===== src/rtl/pipe_stage_hold_buf.sv =====
// Pipeline stage register with a DEPTH-entry hold buffer: bubbles or freezes on HOLD,
// buffers incoming words, replays them in FIFO order once HOLD drops.
module pipe_stage_hold_buf #(
  parameter int unsigned     W         = 32,
  parameter int unsigned     DEPTH     = 4,
  parameter logic [W-1:0]    BUBBLE    = '0,
  parameter bit              HOLD_MODE = 1'b0,
  localparam int unsigned    CW        = $clog2(DEPTH + 1)
) (
  input  logic          CLK,
  input  logic          RST_N,
  input  logic [W-1:0]  D_IN,
  input  logic          IN_VALID,
  input  logic          HOLD,
  input  logic          FLUSH,
  output logic [W-1:0]  Q,
  output logic          Q_VALID,
  output logic          STALL_UP,
  output logic [CW-1:0] COUNT,
  output logic          OVERFLOW
);

  localparam int unsigned PW = (DEPTH > 1) ? $clog2(DEPTH) : 1;

  logic [W-1:0]  mem [DEPTH];
  logic [PW-1:0] wptr, rptr;
  logic          full, empty, push, pop, drop;

  // Explicit wrap so non-power-of-2 depths stay in range.
  function automatic logic [PW-1:0] ptr_inc(input logic [PW-1:0] p);
    return (p == PW'(DEPTH - 1)) ? '0 : p + PW'(1);
  endfunction

  assign full     = (COUNT == CW'(DEPTH));
  assign empty    = (COUNT == '0);
  assign STALL_UP = HOLD && full;

  // While draining, a valid input must queue behind buffered words; a simultaneous
  // pop frees the slot, so a push at full is legal only when HOLD is low.
  assign push = !FLUSH && IN_VALID && (HOLD ? !full : !empty);
  assign pop  = !FLUSH && !HOLD && !empty;
  assign drop = !FLUSH && HOLD && IN_VALID && full;

  always_ff @(posedge CLK) begin
    if (push) mem[wptr] <= D_IN;
  end

  always_ff @(posedge CLK) begin
    if (!RST_N) begin
      Q        <= BUBBLE;
      Q_VALID  <= 1'b0;
      COUNT    <= '0;
      OVERFLOW <= 1'b0;
      wptr     <= '0;
      rptr     <= '0;
    end else if (FLUSH) begin
      Q       <= BUBBLE;
      Q_VALID <= 1'b0;
      COUNT   <= '0;
      wptr    <= '0;
      rptr    <= '0;
    end else begin
      if (push) wptr <= ptr_inc(wptr);
      if (pop)  rptr <= ptr_inc(rptr);
      if (drop) OVERFLOW <= 1'b1;
      case ({push, pop})
        2'b10:   COUNT <= COUNT + CW'(1);
        2'b01:   COUNT <= COUNT - CW'(1);
        default: COUNT <= COUNT;
      endcase
      if (HOLD) begin
        if (!HOLD_MODE) begin
          Q       <= BUBBLE;
          Q_VALID <= 1'b0;
        end
      end else if (pop) begin
        Q       <= mem[rptr];
        Q_VALID <= 1'b1;
      end else if (IN_VALID) begin
        Q       <= D_IN;
        Q_VALID <= 1'b1;
      end else begin
        Q       <= BUBBLE;
        Q_VALID <= 1'b0;
      end
    end
  end

endmodule


===== config.mk =====
export PLATFORM = sky130hd
export DESIGN_NAME = pipe_stage_hold_buf
export DESIGN_NICKNAME = d
export VERILOG_FILES = /design/src/rtl/pipe_stage_hold_buf.sv
export SDC_FILE = /design/constraint.sdc
export NUM_CORES = 1
export LEC_CHECK = 0
export CELL_PAD_IN_SITES_DETAIL_PLACEMENT = 0
export CELL_PAD_IN_SITES_GLOBAL_PLACEMENT = 1
export CORE_MARGIN = 4
export CORE_UTILIZATION = 51
export CTS_CLUSTER_SIZE = 8
export DETAILED_ROUTE_END_ITERATION = 16
export HOLD_SLACK_MARGIN = 0.1
export PLACE_DENSITY = 0.95
export SYNTH_ARGS = -nofsm -noshare
export SYNTH_HDL_FRONTEND = slang
export SYNTH_SLANG_ARGS = --single-unit
export TNS_END_PERCENT = 5

===== constraint.sdc =====
create_clock -name CLK -period 6.8 [get_ports CLK]
set_clock_uncertainty 0.2 [all_clocks]
set_input_delay 1.7 -clock CLK [delete_from_list [all_inputs] [get_ports CLK]]
set_output_delay 1.7 -clock CLK [all_outputs]
set_load 0.03 [all_outputs]

### Yosys cells after proc, flatten, opt, wreduce, memory -nomap -nowiden

Memories as Yosys holds them, arrays and structs flattened. A register that Yosys moved wholly into a read port is not among the register bits.
Index checks and enable logic that the tools add are counted.

* reductions and logical operators: 17
* order comparisons: 0
* div/mod/pow operators: 0
* muxes and demuxes: 12
* shifts and indexed selects: 0
* multipliers: 0
* bitwise operators: 2
* eq/ne operators: 5
* $add $sub $neg: 4

Operator list (count)
* $mux 32: 2
* $logic_and 1x1->1: 8
* $mux 2: 4
* $eq 2x2->1 const B: 3
* $pmux 3 s2: 1
* $mux 1: 5
* $add 2x1->2 const B: 2
* $logic_not 1->1: 4
* $add 3x1->3 const B: 1
* $eq 3x3->1 const B: 1
* $logic_not 3->1: 1
* $reduce_or 3->1: 1
* $sub 3x1->3 const B: 1
* $eq 2x1->1 const B: 1
* $not 1->1: 2
* $reduce_and 2->1: 1
* $reduce_bool 2->1: 1
* $reduce_or 2->1: 1

* memories: 1
* memory bits (read-only): 0
* bits of input ports: 37
* memory bits (writable): 128
* output and inout port bits: 38
* latch bits: 0
* word-level logic and storage cells: 47
* register bits: 41

Memory list
* mem: depth 4, width 32, read ports 1, clocked after memory_dff 1, wr ports 1, RTL line 25 `logic [W-1:0] mem [DEPTH];`

### Longest topological paths before layout

* word-level depth: 6
* mapped depth: 10
* gate-level depth less buffers: 9

### Least setup slack after synthesis

Ideal clock, no wire load.

* path kind: input -> output
* start point: input port HOLD
* end point: output port STALL_UP
* data required time: 4900 ps
* data arrival time: 2205 ps
* cell stages on the path: 2
* path buffers: 1
* slack: 2695 ps
* path through: buf_2 and3_2

* word-level cells in the longest chain between the ends: 1

Ends and longest elaborated chain
* start: declaration: RTL line 14 `input logic HOLD,`
* $logic_and 1x1->1: RTL line 36 `assign STALL_UP = HOLD && full;`
* end: declaration: RTL line 18 `output logic STALL_UP,`

Every way passes these cells.

### Worst setup path in the final report

Same ends and word-level chain as after synthesis.

==> run summary <==
Max cap viols - 0
Comb pwr share - 0.039
DP HPWL - 7.075 mm
Routability cong. - 0.7071
Top-count cell post-synth - edfxtp_1
First-pass detailed-route iteration total - 4
Total global-route track usage - 0.1821
Worst reg2reg path endpoint - COUNT[2]
Peak Freq - 0.1889 GHz
Leak - 2.477 nW
Fin nets - 464
Top-area cell type share of the netlist area - 0.5949
Crit path cell chain - clkdlybuf4s50_1 -> and3_2 -> clkdlybuf4s50_1
Final hold viol count - 0
Max Slew Vio Count - 0
Largest net degree at the start of global routing - 36
CP Max Fanout - 10
Area growth syn-to-layout - 22.23%
Initial antenna violation count - 0
Clk pwr share - 0.439
Ranking of synthesized cells by area - edfxtp_1, dfxtp_1, mux4_2, o2bb2ai_1, nand3_1
Clk sink count - 171
Number of setup buffers added after CTS - 0
WS Path Type - primary input to primary output
Post-Syn Instances - 346
Tcrit/Tclk final - 0.7785
Yosys warns - 0
FILL cells - 845
Area post-placement - 7296 um^2
Crit path buffers/inverters - 2
CP endpoint kind - primary output
# H-tree levels - 4
P_sw - 0.0004303 W
Synth unique cells - 39
Hold slack - 0.3687 ns
Final instance area - 7898 um^2
Gr ovfl total - 0
Syn Nets - 390
Number of cell rows - 40
Top cells by count, synth - edfxtp_1, dfxtp_1, mux4_2, nand3_1, o2bb2ai_1
Via count - 3413
Hold Path Depth - 2
Worst min path class - register to register
Share of layout cells above drive strength 1 - 0.1898
RR Startpoint - COUNT[2]
Worst slew margin - 0.3291
Clk pin slew, worst setup/hold paths - 0.06 ns
Status - completed
Minimum clock period - 5.294 ns
Hold_buf cts - 0
Fraction of registers with async set/reset - 0
DIE WIDTH - 120.6 um
Final WL - 12.66 mm
Clock tree buffer depth - 2
First-pass GRT wire length - 19.69 mm
Area leader, netlist - edfxtp_1
RSZ-0062 raised after global routing - no
Syn Std Cell Area - 6461 um^2
Pwr/cell area - 275.6 nW/um^2
Post-route ant nets - 0
Fin Setup TNS - 0 ns
Clock root cell - clkbuf_16
CORE AREA - 12210 um^2
Vias in the first global route - 3625
Hold Startpoint - OVERFLOW
Avg Cell Area, Syn - 18.67 um^2
IR drop worst, VDD - 0.0002213 V
Final setup violation count - 0
Worst Max-Slew Pin Slew - 1.004 ns
Seq/Total Area, Yosys - 0.7281
Wire length per cell - 21.10 um
Worst R2R Path Depth - 9
I/O pins - 75
Slowest CP cell - clkdlybuf4s50_1
Top cell by count, worst path - clkdlybuf4s50_1
Total internal power - 0.001746 W
Flop pwr share - 0.522
CP max stage delay - 0.76 ns
DR iter-0 viols - 281
Crit path DAT - 3.39 ns
Post-synth EDFFs - 128
ANT cells - 0
Req. time, crit path - 4.90 ns
Switching share of power - 0.1977
CTS tree - built
PostCTS Resize Cnt - 0
CTS Buf Count - 17
IO buf count - 74
Cell family with most CP delay - buffers and inverters
Synth Register Bits - 171
Crit start category - primary input
Die ar. - 14530 um^2
Initial cell density of the core - 0.5291
Die height - 120.6 um
Most used DFF post-synth - edfxtp_1
R2R setup slack - 4.13 ns
Post-detailed-route via-to-cell ratio - 5.688
Worst Hold End - OVERFLOW
Drc violations - 0
Worst-Skew Late Latency - 0.42 ns
==> how the worst max path moves through the flow <==
| stage | endpoint | cells after the start | startpoint | slack [ns] |
|---|---|---|---|---|
| global route | STALL_UP | 3 | HOLD | 1.46 |
| CTS | STALL_UP | 3 | HOLD | 1.51 |
| finish | STALL_UP | 3 | HOLD | 1.51 |
| floorplan | STALL_UP | 2 | HOLD | 2.69 |
| global placement | STALL_UP | 3 | HOLD | 1.52 |
| detailed placement | STALL_UP | 3 | HOLD | 1.51 |
==> metrics by stage <==
stage / cells / power (W) / utilization / setup WS (ns)
global placement: 569 / 0.001240 / 0.5974 / 1.523
detailed placement: 569 / 0.001243 / 0.5974 / 1.512
floorplan: 346 / 0.001196 / - / 2.695
global route: 600 / 0.002239 / 0.6467 / 1.457
finish: 600 / 0.002176 / 0.6467 / 1.506
CTS: 600 / 0.002187 / 0.6467 / 1.510
==> power groups by stage <==
stage	logic, W	clock network (W)	registers [W]
2_1_floorplan	0.0000299	0	0.00117
3_3_place_gp	0.0000818	0	0.00116
3_5_place_dp	0.0000847	0	0.00116
4_1_cts	0.0000855	0.000965	0.00114
5_1_grt	0.0000910	0.00101	0.00114
6_report	0.0000853	0.000955	0.00114
==> cell families (layout without fill, tap and decap cells) <==
family,after synthesis,in the layout,synth area share
AO/OA/AOI/OAI,44,44,0.05809
XOR/XNOR,3,3,0.004067
adder cells (fa/ha/maj),7,7,0.01472
buffers and inverters,29,115,0.02711
flip-flops,171,171,0.7281
multiplexers,33,33,0.1131
AND/OR/NAND/NOR,59,59,0.05481
==> state kept, by name (all words and copies together), names as in the netlist, named ones only <==
name,count
COUNT,3
OVERFLOW,1
Q,32
Q_VALID,1
mem,128
rptr,2
wptr,2
==> placed cells by master, fill, tap and decap left out, types with 4 or more instances in the layout <==
cell type	instances
inv_1	7
nor2_1	6
ha_1	6
o2bb2ai_1	31
and2_2	4
mux4_2	32
clkdlybuf4s50_1	73
edfxtp_1	128
clkbuf_16	19
dfxtp_1	41
nand3_1	32
==> tightest hold or removal path: stages (launching register included) <==
cell	delay [ns]
dfxtp_1	0.35
a41oi_1	0.06
nor2b_1	0.12
==> final cells by class <==
class,instances,area [um^2],area share
Inverter,7,26.28,0.003327
Timing Repair Buffer,77,758.2,0.09601
Multi-Input combinational cell,146,1594,0.2018
Clock inverter,8,81.33,0.01030
Tap cell,168,210.2,0.02662
Clock buffer,23,520.5,0.06591
Sequential cell,171,4707,0.5960
==> metal layers <==
metal | wire length [um] | global-route usage | part of all wire
met1 | 5103 | 0.2387 | 0.40
met2 | 6453 | 0.2934 | 0.51
met3 | 1014 | 0.05379 | 0.080
met4 | 86 | 0.06161 | 0.0068
met5 | 0 | 0 | 0
(Power assumes the default switching activity.)
